File: src/rtl/approx_mul_rr_scheduler_if.sv
// approx_mul_rr_scheduler_if: requester, multiplier and response channels of the
// shared-multiplier scheduler; slave is the scheduler side, master the environment.
interface approx_mul_rr_scheduler_if #(
    parameter int NUM_REQ = 4,
    parameter int ID_W = $clog2(NUM_REQ)
);
    logic [NUM_REQ-1:0]   req_valid;
    logic [NUM_REQ-1:0]   req_ready;
    logic [NUM_REQ*8-1:0] req_x;
    logic [NUM_REQ*8-1:0] req_y;
    logic [7:0]           mul_x;
    logic [7:0]           mul_y;
    logic [15:0]          mul_z;
    logic                 rsp_valid;
    logic                 rsp_ready;
    logic [15:0]          rsp_z;
    logic [ID_W-1:0]      rsp_id;
    modport slave (
        input  req_valid, req_x, req_y, mul_z, rsp_ready,
        output req_ready, mul_x, mul_y, rsp_valid, rsp_z, rsp_id
    );
    modport master (
        output req_valid, req_x, req_y, mul_z, rsp_ready,
        input  req_ready, mul_x, mul_y, rsp_valid, rsp_z, rsp_id
    );
endinterface

File: src/rtl/approx_mul_rr_scheduler.sv
// approx_mul_rr_scheduler: round-robin sharing of one combinational 8x8 multiplier
// across NUM_REQ requesters through an operand stage and a result stage.
module approx_mul_rr_scheduler #(
    parameter int NUM_REQ = 4,
    parameter int CNT_W = 16
) (
    input  logic                clk,
    input  logic                rst,
    approx_mul_rr_scheduler_if.slave bus,
    output logic                busy_o,
    output logic [CNT_W-1:0]    done_cnt_o
);
    localparam int ID_W = $clog2(NUM_REQ);

    logic             s1_valid_q, s1_valid_d, s2_valid_q, s2_valid_d;
    logic [7:0]       x_q, x_d, y_q, y_d;
    logic [ID_W-1:0]  s1_id_q, s1_id_d, rsp_id_q, rsp_id_d, ptr_q, ptr_d;
    logic [15:0]      z_q, z_d;
    logic [CNT_W-1:0] cnt_q, cnt_d;
    logic [ID_W-1:0]  gnt_id, idx;
    logic             gnt_any, s2_free, s1_free, accept, advance, rsp_hs;

    // Scan downward so the candidate closest to the pointer is the last one written.
    always_comb begin
        gnt_any = 1'b0;
        gnt_id = '0;
        idx = '0;
        for (int k = NUM_REQ - 1; k >= 0; k--) begin
            idx = ID_W'((int'(ptr_q) + k) % NUM_REQ);
            if (bus.req_valid[idx]) begin
                gnt_any = 1'b1;
                gnt_id = idx;
            end
        end
    end

    always_comb begin
        s2_free = !s2_valid_q || bus.rsp_ready;
        s1_free = !s1_valid_q || s2_free;
        accept = gnt_any && s1_free && !rst;
        advance = s1_valid_q && s2_free;
        rsp_hs = s2_valid_q && bus.rsp_ready;
        s1_valid_d = accept || (s1_valid_q && !s2_free);
        s2_valid_d = advance || (s2_valid_q && !bus.rsp_ready);
        x_d = accept ? bus.req_x[8*gnt_id +: 8] : x_q;
        y_d = accept ? bus.req_y[8*gnt_id +: 8] : y_q;
        s1_id_d = accept ? gnt_id : s1_id_q;
        ptr_d = accept ? ID_W'((int'(gnt_id) + 1) % NUM_REQ) : ptr_q;
        z_d = advance ? bus.mul_z : z_q;
        rsp_id_d = advance ? s1_id_q : rsp_id_q;
        cnt_d = cnt_q + CNT_W'(rsp_hs);
    end

    always_ff @(posedge clk or posedge rst) begin
        if (rst) begin
            s1_valid_q <= 1'b0;
            s2_valid_q <= 1'b0;
            x_q <= '0;
            y_q <= '0;
            s1_id_q <= '0;
            ptr_q <= '0;
            z_q <= '0;
            rsp_id_q <= '0;
            cnt_q <= '0;
        end else begin
            s1_valid_q <= s1_valid_d;
            s2_valid_q <= s2_valid_d;
            x_q <= x_d;
            y_q <= y_d;
            s1_id_q <= s1_id_d;
            ptr_q <= ptr_d;
            z_q <= z_d;
            rsp_id_q <= rsp_id_d;
            cnt_q <= cnt_d;
        end
    end

    assign bus.req_ready = accept ? NUM_REQ'(1) << gnt_id : '0;
    assign bus.mul_x = x_q;
    assign bus.mul_y = y_q;
    assign bus.rsp_valid = s2_valid_q;
    assign bus.rsp_z = z_q;
    assign bus.rsp_id = rsp_id_q;
    assign busy_o = s1_valid_q || s2_valid_q;
    assign done_cnt_o = cnt_q;
endmodule

File: src/flat_wrapper.sv
// flat-port wrapper written by rule: the top's interface ports become plain ports
module approx_mul_rr_scheduler_flat 
#(
    parameter int NUM_REQ = 4,
    parameter int CNT_W = 16
)
  (clk, rst, busy_o, done_cnt_o, bus_req_valid, bus_req_x, bus_req_y, bus_mul_z, bus_rsp_ready, bus_req_ready, bus_mul_x, bus_mul_y, bus_rsp_valid, bus_rsp_z, bus_rsp_id);
  approx_mul_rr_scheduler_if #(.NUM_REQ(NUM_REQ)) bus_i ();
  input  logic clk;
  input  logic rst;
  output logic busy_o;
  output logic [CNT_W-1:0] done_cnt_o;
  input wire logic [$bits(bus_i.req_valid)-1:0] bus_req_valid;
  input wire logic [$bits(bus_i.req_x)-1:0] bus_req_x;
  input wire logic [$bits(bus_i.req_y)-1:0] bus_req_y;
  input wire logic [$bits(bus_i.mul_z)-1:0] bus_mul_z;
  input wire logic [$bits(bus_i.rsp_ready)-1:0] bus_rsp_ready;
  output wire logic [$bits(bus_i.req_ready)-1:0] bus_req_ready;
  output wire logic [$bits(bus_i.mul_x)-1:0] bus_mul_x;
  output wire logic [$bits(bus_i.mul_y)-1:0] bus_mul_y;
  output wire logic [$bits(bus_i.rsp_valid)-1:0] bus_rsp_valid;
  output wire logic [$bits(bus_i.rsp_z)-1:0] bus_rsp_z;
  output wire logic [$bits(bus_i.rsp_id)-1:0] bus_rsp_id;
  assign bus_i.req_valid = bus_req_valid;
  assign bus_i.req_x = bus_req_x;
  assign bus_i.req_y = bus_req_y;
  assign bus_i.mul_z = bus_mul_z;
  assign bus_i.rsp_ready = bus_rsp_ready;
  assign bus_req_ready = bus_i.req_ready;
  assign bus_mul_x = bus_i.mul_x;
  assign bus_mul_y = bus_i.mul_y;
  assign bus_rsp_valid = bus_i.rsp_valid;
  assign bus_rsp_z = bus_i.rsp_z;
  assign bus_rsp_id = bus_i.rsp_id;
  approx_mul_rr_scheduler #(.NUM_REQ(NUM_REQ), .CNT_W(CNT_W)) u_core (.clk(clk), .rst(rst), .bus(bus_i), .busy_o(busy_o), .done_cnt_o(done_cnt_o));
endmodule
File: config.mk
export PLATFORM = sky130hd
export DESIGN_NAME = approx_mul_rr_scheduler_flat
export DESIGN_NICKNAME = d
export VERILOG_FILES = /design/src/rtl/approx_mul_rr_scheduler_if.sv /design/src/rtl/approx_mul_rr_scheduler.sv /design/src/flat_wrapper.sv
export SDC_FILE = /design/constraint.sdc
export NUM_CORES = 1
export LEC_CHECK = 0
export CAP_MARGIN = 20
export CORE_UTILIZATION = 24
export CTS_CLUSTER_SIZE = 16
export DETAILED_ROUTE_END_ITERATION = 8
export MAX_ROUTING_LAYER = met4
export SETUP_SLACK_MARGIN = 0.15
export SYNTH_ARGS = -nofsm -noshare
export SYNTH_HDL_FRONTEND = slang
export SYNTH_SLANG_ARGS = --single-unit
File: constraint.sdc
create_clock -name clk -period 2.54 [get_ports clk]
set_input_delay 0.508 -clock clk [delete_from_list [all_inputs] [get_ports clk]]
set_output_delay 0.508 -clock clk [all_outputs]
set_load 0.01 [all_outputs]
; Yosys cells after proc, flatten, opt, wreduce, memory -nomap -nowiden
; Cells that the tools add are included.
[totals]
in_bits = 87
out_inout_bits = 56
word_cells = 54
ff_bits = 56
[classes]
mux = 17
shift = 3
n_addsub = 5
n_reduce_logical = 16
order_cmp = 4
[op_table]
columns = cell, n
row1 = variable part select 32 x 6 -> 8 bit, 2
row2 = adder 16 x 1 -> 16 bit, 1
row3 = < comparator 2 x 3 -> 1 bit (second input constant), 4
row4 = binary-select mux 1 bit (select 2 bit), 4
row5 = 2-to-1 mux 1 bit, 8
row6 = 2-to-1 mux 2 bit, 4
row7 = logical AND 1 bit, 6
row8 = zero test 1 bit, 5
row9 = logical OR 1 bit, 5
row10 = adder 2 x 1 -> 2 bit (second input constant), 2
row11 = adder 2 bit (second input constant), 2
row12 = 2-to-1 mux 4 bit, 1
row13 = << shifter 1 x 2 -> 4 bit (first input constant), 1

; Logic depth before layout (Yosys ltp)
[depth]
ltp_word = 10
depth_mapped = 8
ltp_nobuf = 7

; Least setup slack after synthesis
; Ideal clock, no wire load.
[synth_path]
kind = reg-to-output
from = register u_core.ptr_q[1]
to = output bus_req_ready[0]
stages_incl_launch_ff = 9
t_required_ns = 2.032
slack_ns = 0.550
arrival_time_ns = 1.482
cell_sequence = dfrtp_1 > buf_6 > nand2b_1 > a21oi_2 > nor3_4 > nand2b_1 > buf_6 > buf_12 > nor2_1
[synth_between]
elab_chain_len = 10
[synth_lines]
columns = item, line
row1 = start: declaration, approx_mul_rr_scheduler.sv:17  ; logic [ID_W-1:0] s1_id_q, s1_id_d, rsp_id_q, rsp_id_d, ptr_q, ptr_d;
row2 = start signal: assignment, approx_mul_rr_scheduler.sv:71  ; ptr_q <= ptr_d;
row3 = adder 2 bit, approx_mul_rr_scheduler.sv:29  ; idx = ID_W'((int'(ptr_q) + k) % NUM_REQ);
row4 = binary-select mux 1 bit (select 2 bit), approx_mul_rr_scheduler.sv:30  ; if (bus.req_valid[idx]) begin
row5 = 2-to-1 mux 1 bit (not written as such), approx_mul_rr_scheduler.sv:30
row6 = 2-to-1 mux 1 bit (4 in a row), approx_mul_rr_scheduler.sv:30
row7 = logical AND 1 bit (2 in a row), approx_mul_rr_scheduler.sv:40  ; accept = gnt_any && s1_free && !rst;
row8 = 2-to-1 mux 4 bit (*), approx_mul_rr_scheduler.sv:78  ; assign bus.req_ready = accept ? NUM_REQ'(1) << gnt_id : '0;
row9 = end: declaration, flat_wrapper.sv:18  ; output wire logic [$bits(bus_i.req_ready)-1:0] bus_req_ready;
; Every way passes the cells marked *; elsewhere a longest branch is shown, timed or not. The select of a mux whose other input is x is not followed.

; Worst setup path after layout
[layout_path]
from = input bus_req_valid[0]
to = output bus_req_ready[2]
[layout_between]
elab_chain_len = 9
[layout_lines]
columns = item, line
row1 = start: declaration, flat_wrapper.sv:13  ; input wire logic [$bits(bus_i.req_valid)-1:0] bus_req_valid;
row2 = binary-select mux 1 bit (select 2 bit), approx_mul_rr_scheduler.sv:30
row3 = 2-to-1 mux 1 bit (not written as such), approx_mul_rr_scheduler.sv:30
row4 = 2-to-1 mux 1 bit (4 in a row), approx_mul_rr_scheduler.sv:30
row5 = logical AND 1 bit (2 in a row), approx_mul_rr_scheduler.sv:40
row6 = 2-to-1 mux 4 bit (*), approx_mul_rr_scheduler.sv:78
; Marked as above.

==> results by group <==
Run status
  • Status: finished clean

Pwr
  • Leak: 1.92 nW
  • VDD IR max: 0.342 mV
  • Power Total: 3.44 mW
  • Pint: 2.36 mW
  • Switching share of total power: 31.4%
  • Clk pwr share: 20.7%
  • Power share of the combinational group: 41.6%
  • Pwr Density: 752 mW/mm2
  • Flop pwr share: 37.6%
  • Net Sw Power: 1.08 mW

Placement
  • HPWL Detailed: 5.85 mm
  • PortBufs: 142
  • Placed cell count: 516
  • Placed cell area: 0.00441 mm2
  • Routability congestion estimate: 0.776

Logic synthesis
  • Syn Area/Cell: 12.3 um2
  • Count of cell types in the netlist: 38
  • Ys flop type: dfrtp_1
  • YS warnings: 0
  • FF+latch count, synth: 56
  • Post-synthesis sequential area ratio: 50.2%
  • Syn nets: 315
  • Cells after Synth: 226
  • Post-synth EDFFs: 0
  • Mapped Area: 0.00279 mm2
  • Async set-or-reset flop fraction in the synthesized netlist: 100%

Hold path
  • Hold path endpoint: u_core.s1_id_q[0]
  • Worst hold start: u_core.s1_id_q[0]
  • Worst hold path class: flip-flop to flip-flop
  • Hold path depth: 2

Timing
  • Setup violations, final: 0
  • Setup TNS: 0 ps
  • Minimum clock period: 2270 ps
  • Final Skew: 4.09 ps
  • Worst-Margin Slew: 373 ps
  • Final Max Tran Viols: 0
  • FMAX: 440 MHz
  • RSZ-0062 raised after global routing: false
  • Fin. Hold Viols: 0
  • Relative slew slack: 75.1%
  • Final period util: 89.5%

Route
  • Final WL: 7.43 mm
  • Via/cell ratio: 4.41
  • Antenna Nets Post-Route: 0
  • Detailed Route Iter0 Violations: 75
  • Wirelength per Cell: 14.2 um
  • Via count: 2,312
  • Drt first pass iters: 4
  • Drt drc: 0

Setup path
  • Reg-to-reg startpoint: u_core.ptr_q[1]
  • Register-to-Register Path Depth: 6
  • WS Path Type: primary input to output pin
  • Crit path max-delay family: simple AND/OR/NAND/NOR gates
  • Critical Path Sink Type: output pin
  • Slowest CP cell: dlygate4sd2_1
  • Worst path required time: 2030 ps
  • Crit path largest cell delay: 300 ps
  • Crit start category: primary input
  • Crit path cell chain: dlygate4sd2_1 > nor4_4 > nor2_1 > and2_4 > nand2b_4 > nor2_1 > dlygate4sd2_1
  • Number of buffers and inverters on the critical path: 2
  • Crit path max fanout: 5
  • Worst reg2reg endpoint: u_core.bus.mul_y[6]
  • CP arrival: 1760 ps
  • R2r setup slk: 730 ps

Floorplan
  • IO Pins: 143
  • Starting Density: 24.5%
  • Row cnt: 39
  • Die Y: 110 um
  • Core ar.: 0.0114 mm2
  • Die area: 0.0121 mm2
  • DIE WIDTH: 110 um

Final layout
  • Final Cell Area: 0.00457 mm2
  • Sequential Area: 0.00140 mm2
  • Layout cells sized above 1: 17.3%
  • Layout overhead on the synthesized area: 63.9%
  • # diodes: 0
  • Fin nets: 469
  • Non-Filler Instances: 524
  • Core Util, Final: 40.2%
  • Area of the multi-input gates: 0.00130 mm2
  • Fillers: 1,150

Clock tree
  • Reg clk slew, reported paths: 70 ps
  • CTS tree: yes
  • Clock buffer depth: 2
  • Total clock sinks: 56
  • CTS Hold Bufs: 0
  • CTS Buf Count: 5
  • Clock latency on the worst-skew pair: 290 ps
  • Clock H-tree levels: 2
  • CTS root buffer: clkbuf_16

GRT
  • First-pass GRT wire length: 11.7 mm
  • GR Util met3: 3.08%
  • Vias in the first global route: 2,299
  • Most Crowded Layer GR: met2
  • All-Layer GR Usage: 13.0%
  • GR Util met2: 20.2%
  • Largest net degree at the start of global routing: 44
  • Initial antenna violation count: 0
  • Met1 Use GR: 17.0%
  • Total grt overflow: 0

Flow run
  • Max-cap violations: 0
-- stage by stage --
step,worst slack (ps),hold WS [ps]
2_1_floorplan,550,442
3_3_place_gp,-319,462
3_5_place_dp,-383,464
4_1_cts,168,482
5_1_grt,176,511
6_report,268,473
-- power by group through the flow --
stage	clock network (mW)	registers [mW]	logic [mW]
after global routing	0.775	1.34	1.55
after detailed placement	0	1.30	1.45
after floorplan	0	1.38	0.669
final	0.713	1.29	1.43
after CTS	0.740	1.30	1.45
after global placement	0	1.30	1.43
-- how the worst max path moves through the flow --
stage | start | endpoint | cells after the start
finish | bus_req_valid[0] | bus_req_ready[2] | 7
floorplan | u_core.ptr_q[1] | bus_req_ready[0] | 8
detailed placement | bus_req_valid[0] | bus_req_ready[2] | 7
global route | bus_req_valid[1] | bus_req_ready[2] | 7
global placement | bus_req_valid[0] | bus_req_ready[2] | 7
CTS | bus_req_valid[0] | bus_req_ready[2] | 7
-- cell usage after synthesis, types with 2 or more instances --
cell | instances | area share [%]
o221ai_1 | 7 | 2.2
o221ai_2 | 8 | 4.3
nand2_1 | 26 | 3.5
nand3_1 | 8 | 1.4
a21oi_1 | 2 | 0.36
nor2_1 | 10 | 1.3
mux2i_1 | 32 | 11
xor2_1 | 2 | 0.63
ha_1 | 2 | 0.90
dfrtp_1 | 56 | 50
and2_1 | 2 | 0.45
clkbuf_1 | 2 | 0.27
inv_1 | 3 | 0.40
and3_1 | 4 | 0.90
xnor2_1 | 13 | 4.1
mux2_2 | 18 | 7.3
buf_6 | 7 | 2.8
nand2b_1 | 4 | 0.90
-- sequential cells by signal (all words and copies together) (netlist names) --
signal,cells
u_core.bus.mul_y,8
u_core.bus.rsp_z,16
u_core.s1_valid_q,1
u_core.s1_id_q,2
u_core.bus.rsp_id,2
u_core.ptr_q,2
u_core.bus.rsp_valid,1
u_core.done_cnt_o,16
u_core.bus.mul_x,8
-- worst min-delay path, delay by kind of cell (launching register included) --
kind / cells / cell delay, ps
simple gates: 2 / 100
flops: 1 / 340
-- per-layer routing --
layer | wire [um] | vias up
met3 | 496 | 5
met4 | 64 | 0
met2 | 3470 | 99
met1 | 3400 | 1092
li1 | - | 1116
met5 | 0 | -
-- kinds of logic after synthesis --
logic type	count (synthesis)	share of synthesized area (%)
DFF	56	50.2
AOI/OAI and AO/OA	28	10.3
and+or+nand+nor	61	10.8
xor gates and xnor gates	15	4.71
muxes	50	18.7
buffers and inverters	14	4.39
adders and majority gates	2	0.897
-- final cells by class --
class                   count  share of cell area (%)
repair buffers            158                    33.5
flip-flops and latches     56                    30.7
multi-input cells         156                    28.4
well taps                 143                    3.91
clock buffers               7                    3.12
inverters                   3                   0.246
clock inverters             1                   0.164
-- cells in the final DEF, fill, tap and decap left out, types with 2 or more instances in the layout --
master             n
xor2_1             2
and3_1             4
inv_1              2
ha_1               2
mux2i_1           32
nand3_1            8
dlygate4sd2_1      5
a21oi_1            2
nor2_2             2
clkdlybuf4s50_1  134
buf_4             15
clkbuf_2           3
nor2_1             8
nand2b_1           3
nand2_1           26
o221ai_1           7
dfrtp_1           55
xnor2_1           13
mux2_2            18
o221ai_2           8
clkbuf_16          5
-- timing repair --
| item | in CTS | in global routing |
|---|---|---|
| endpoints found under the setup margin | 4 | 4 |
| resized for setup | 11 | 10 |
| setup buffers | 0 | 0 |
| pin swaps | 1 | 0 |
No activity file was read; power rests on OpenSTA's default activity.
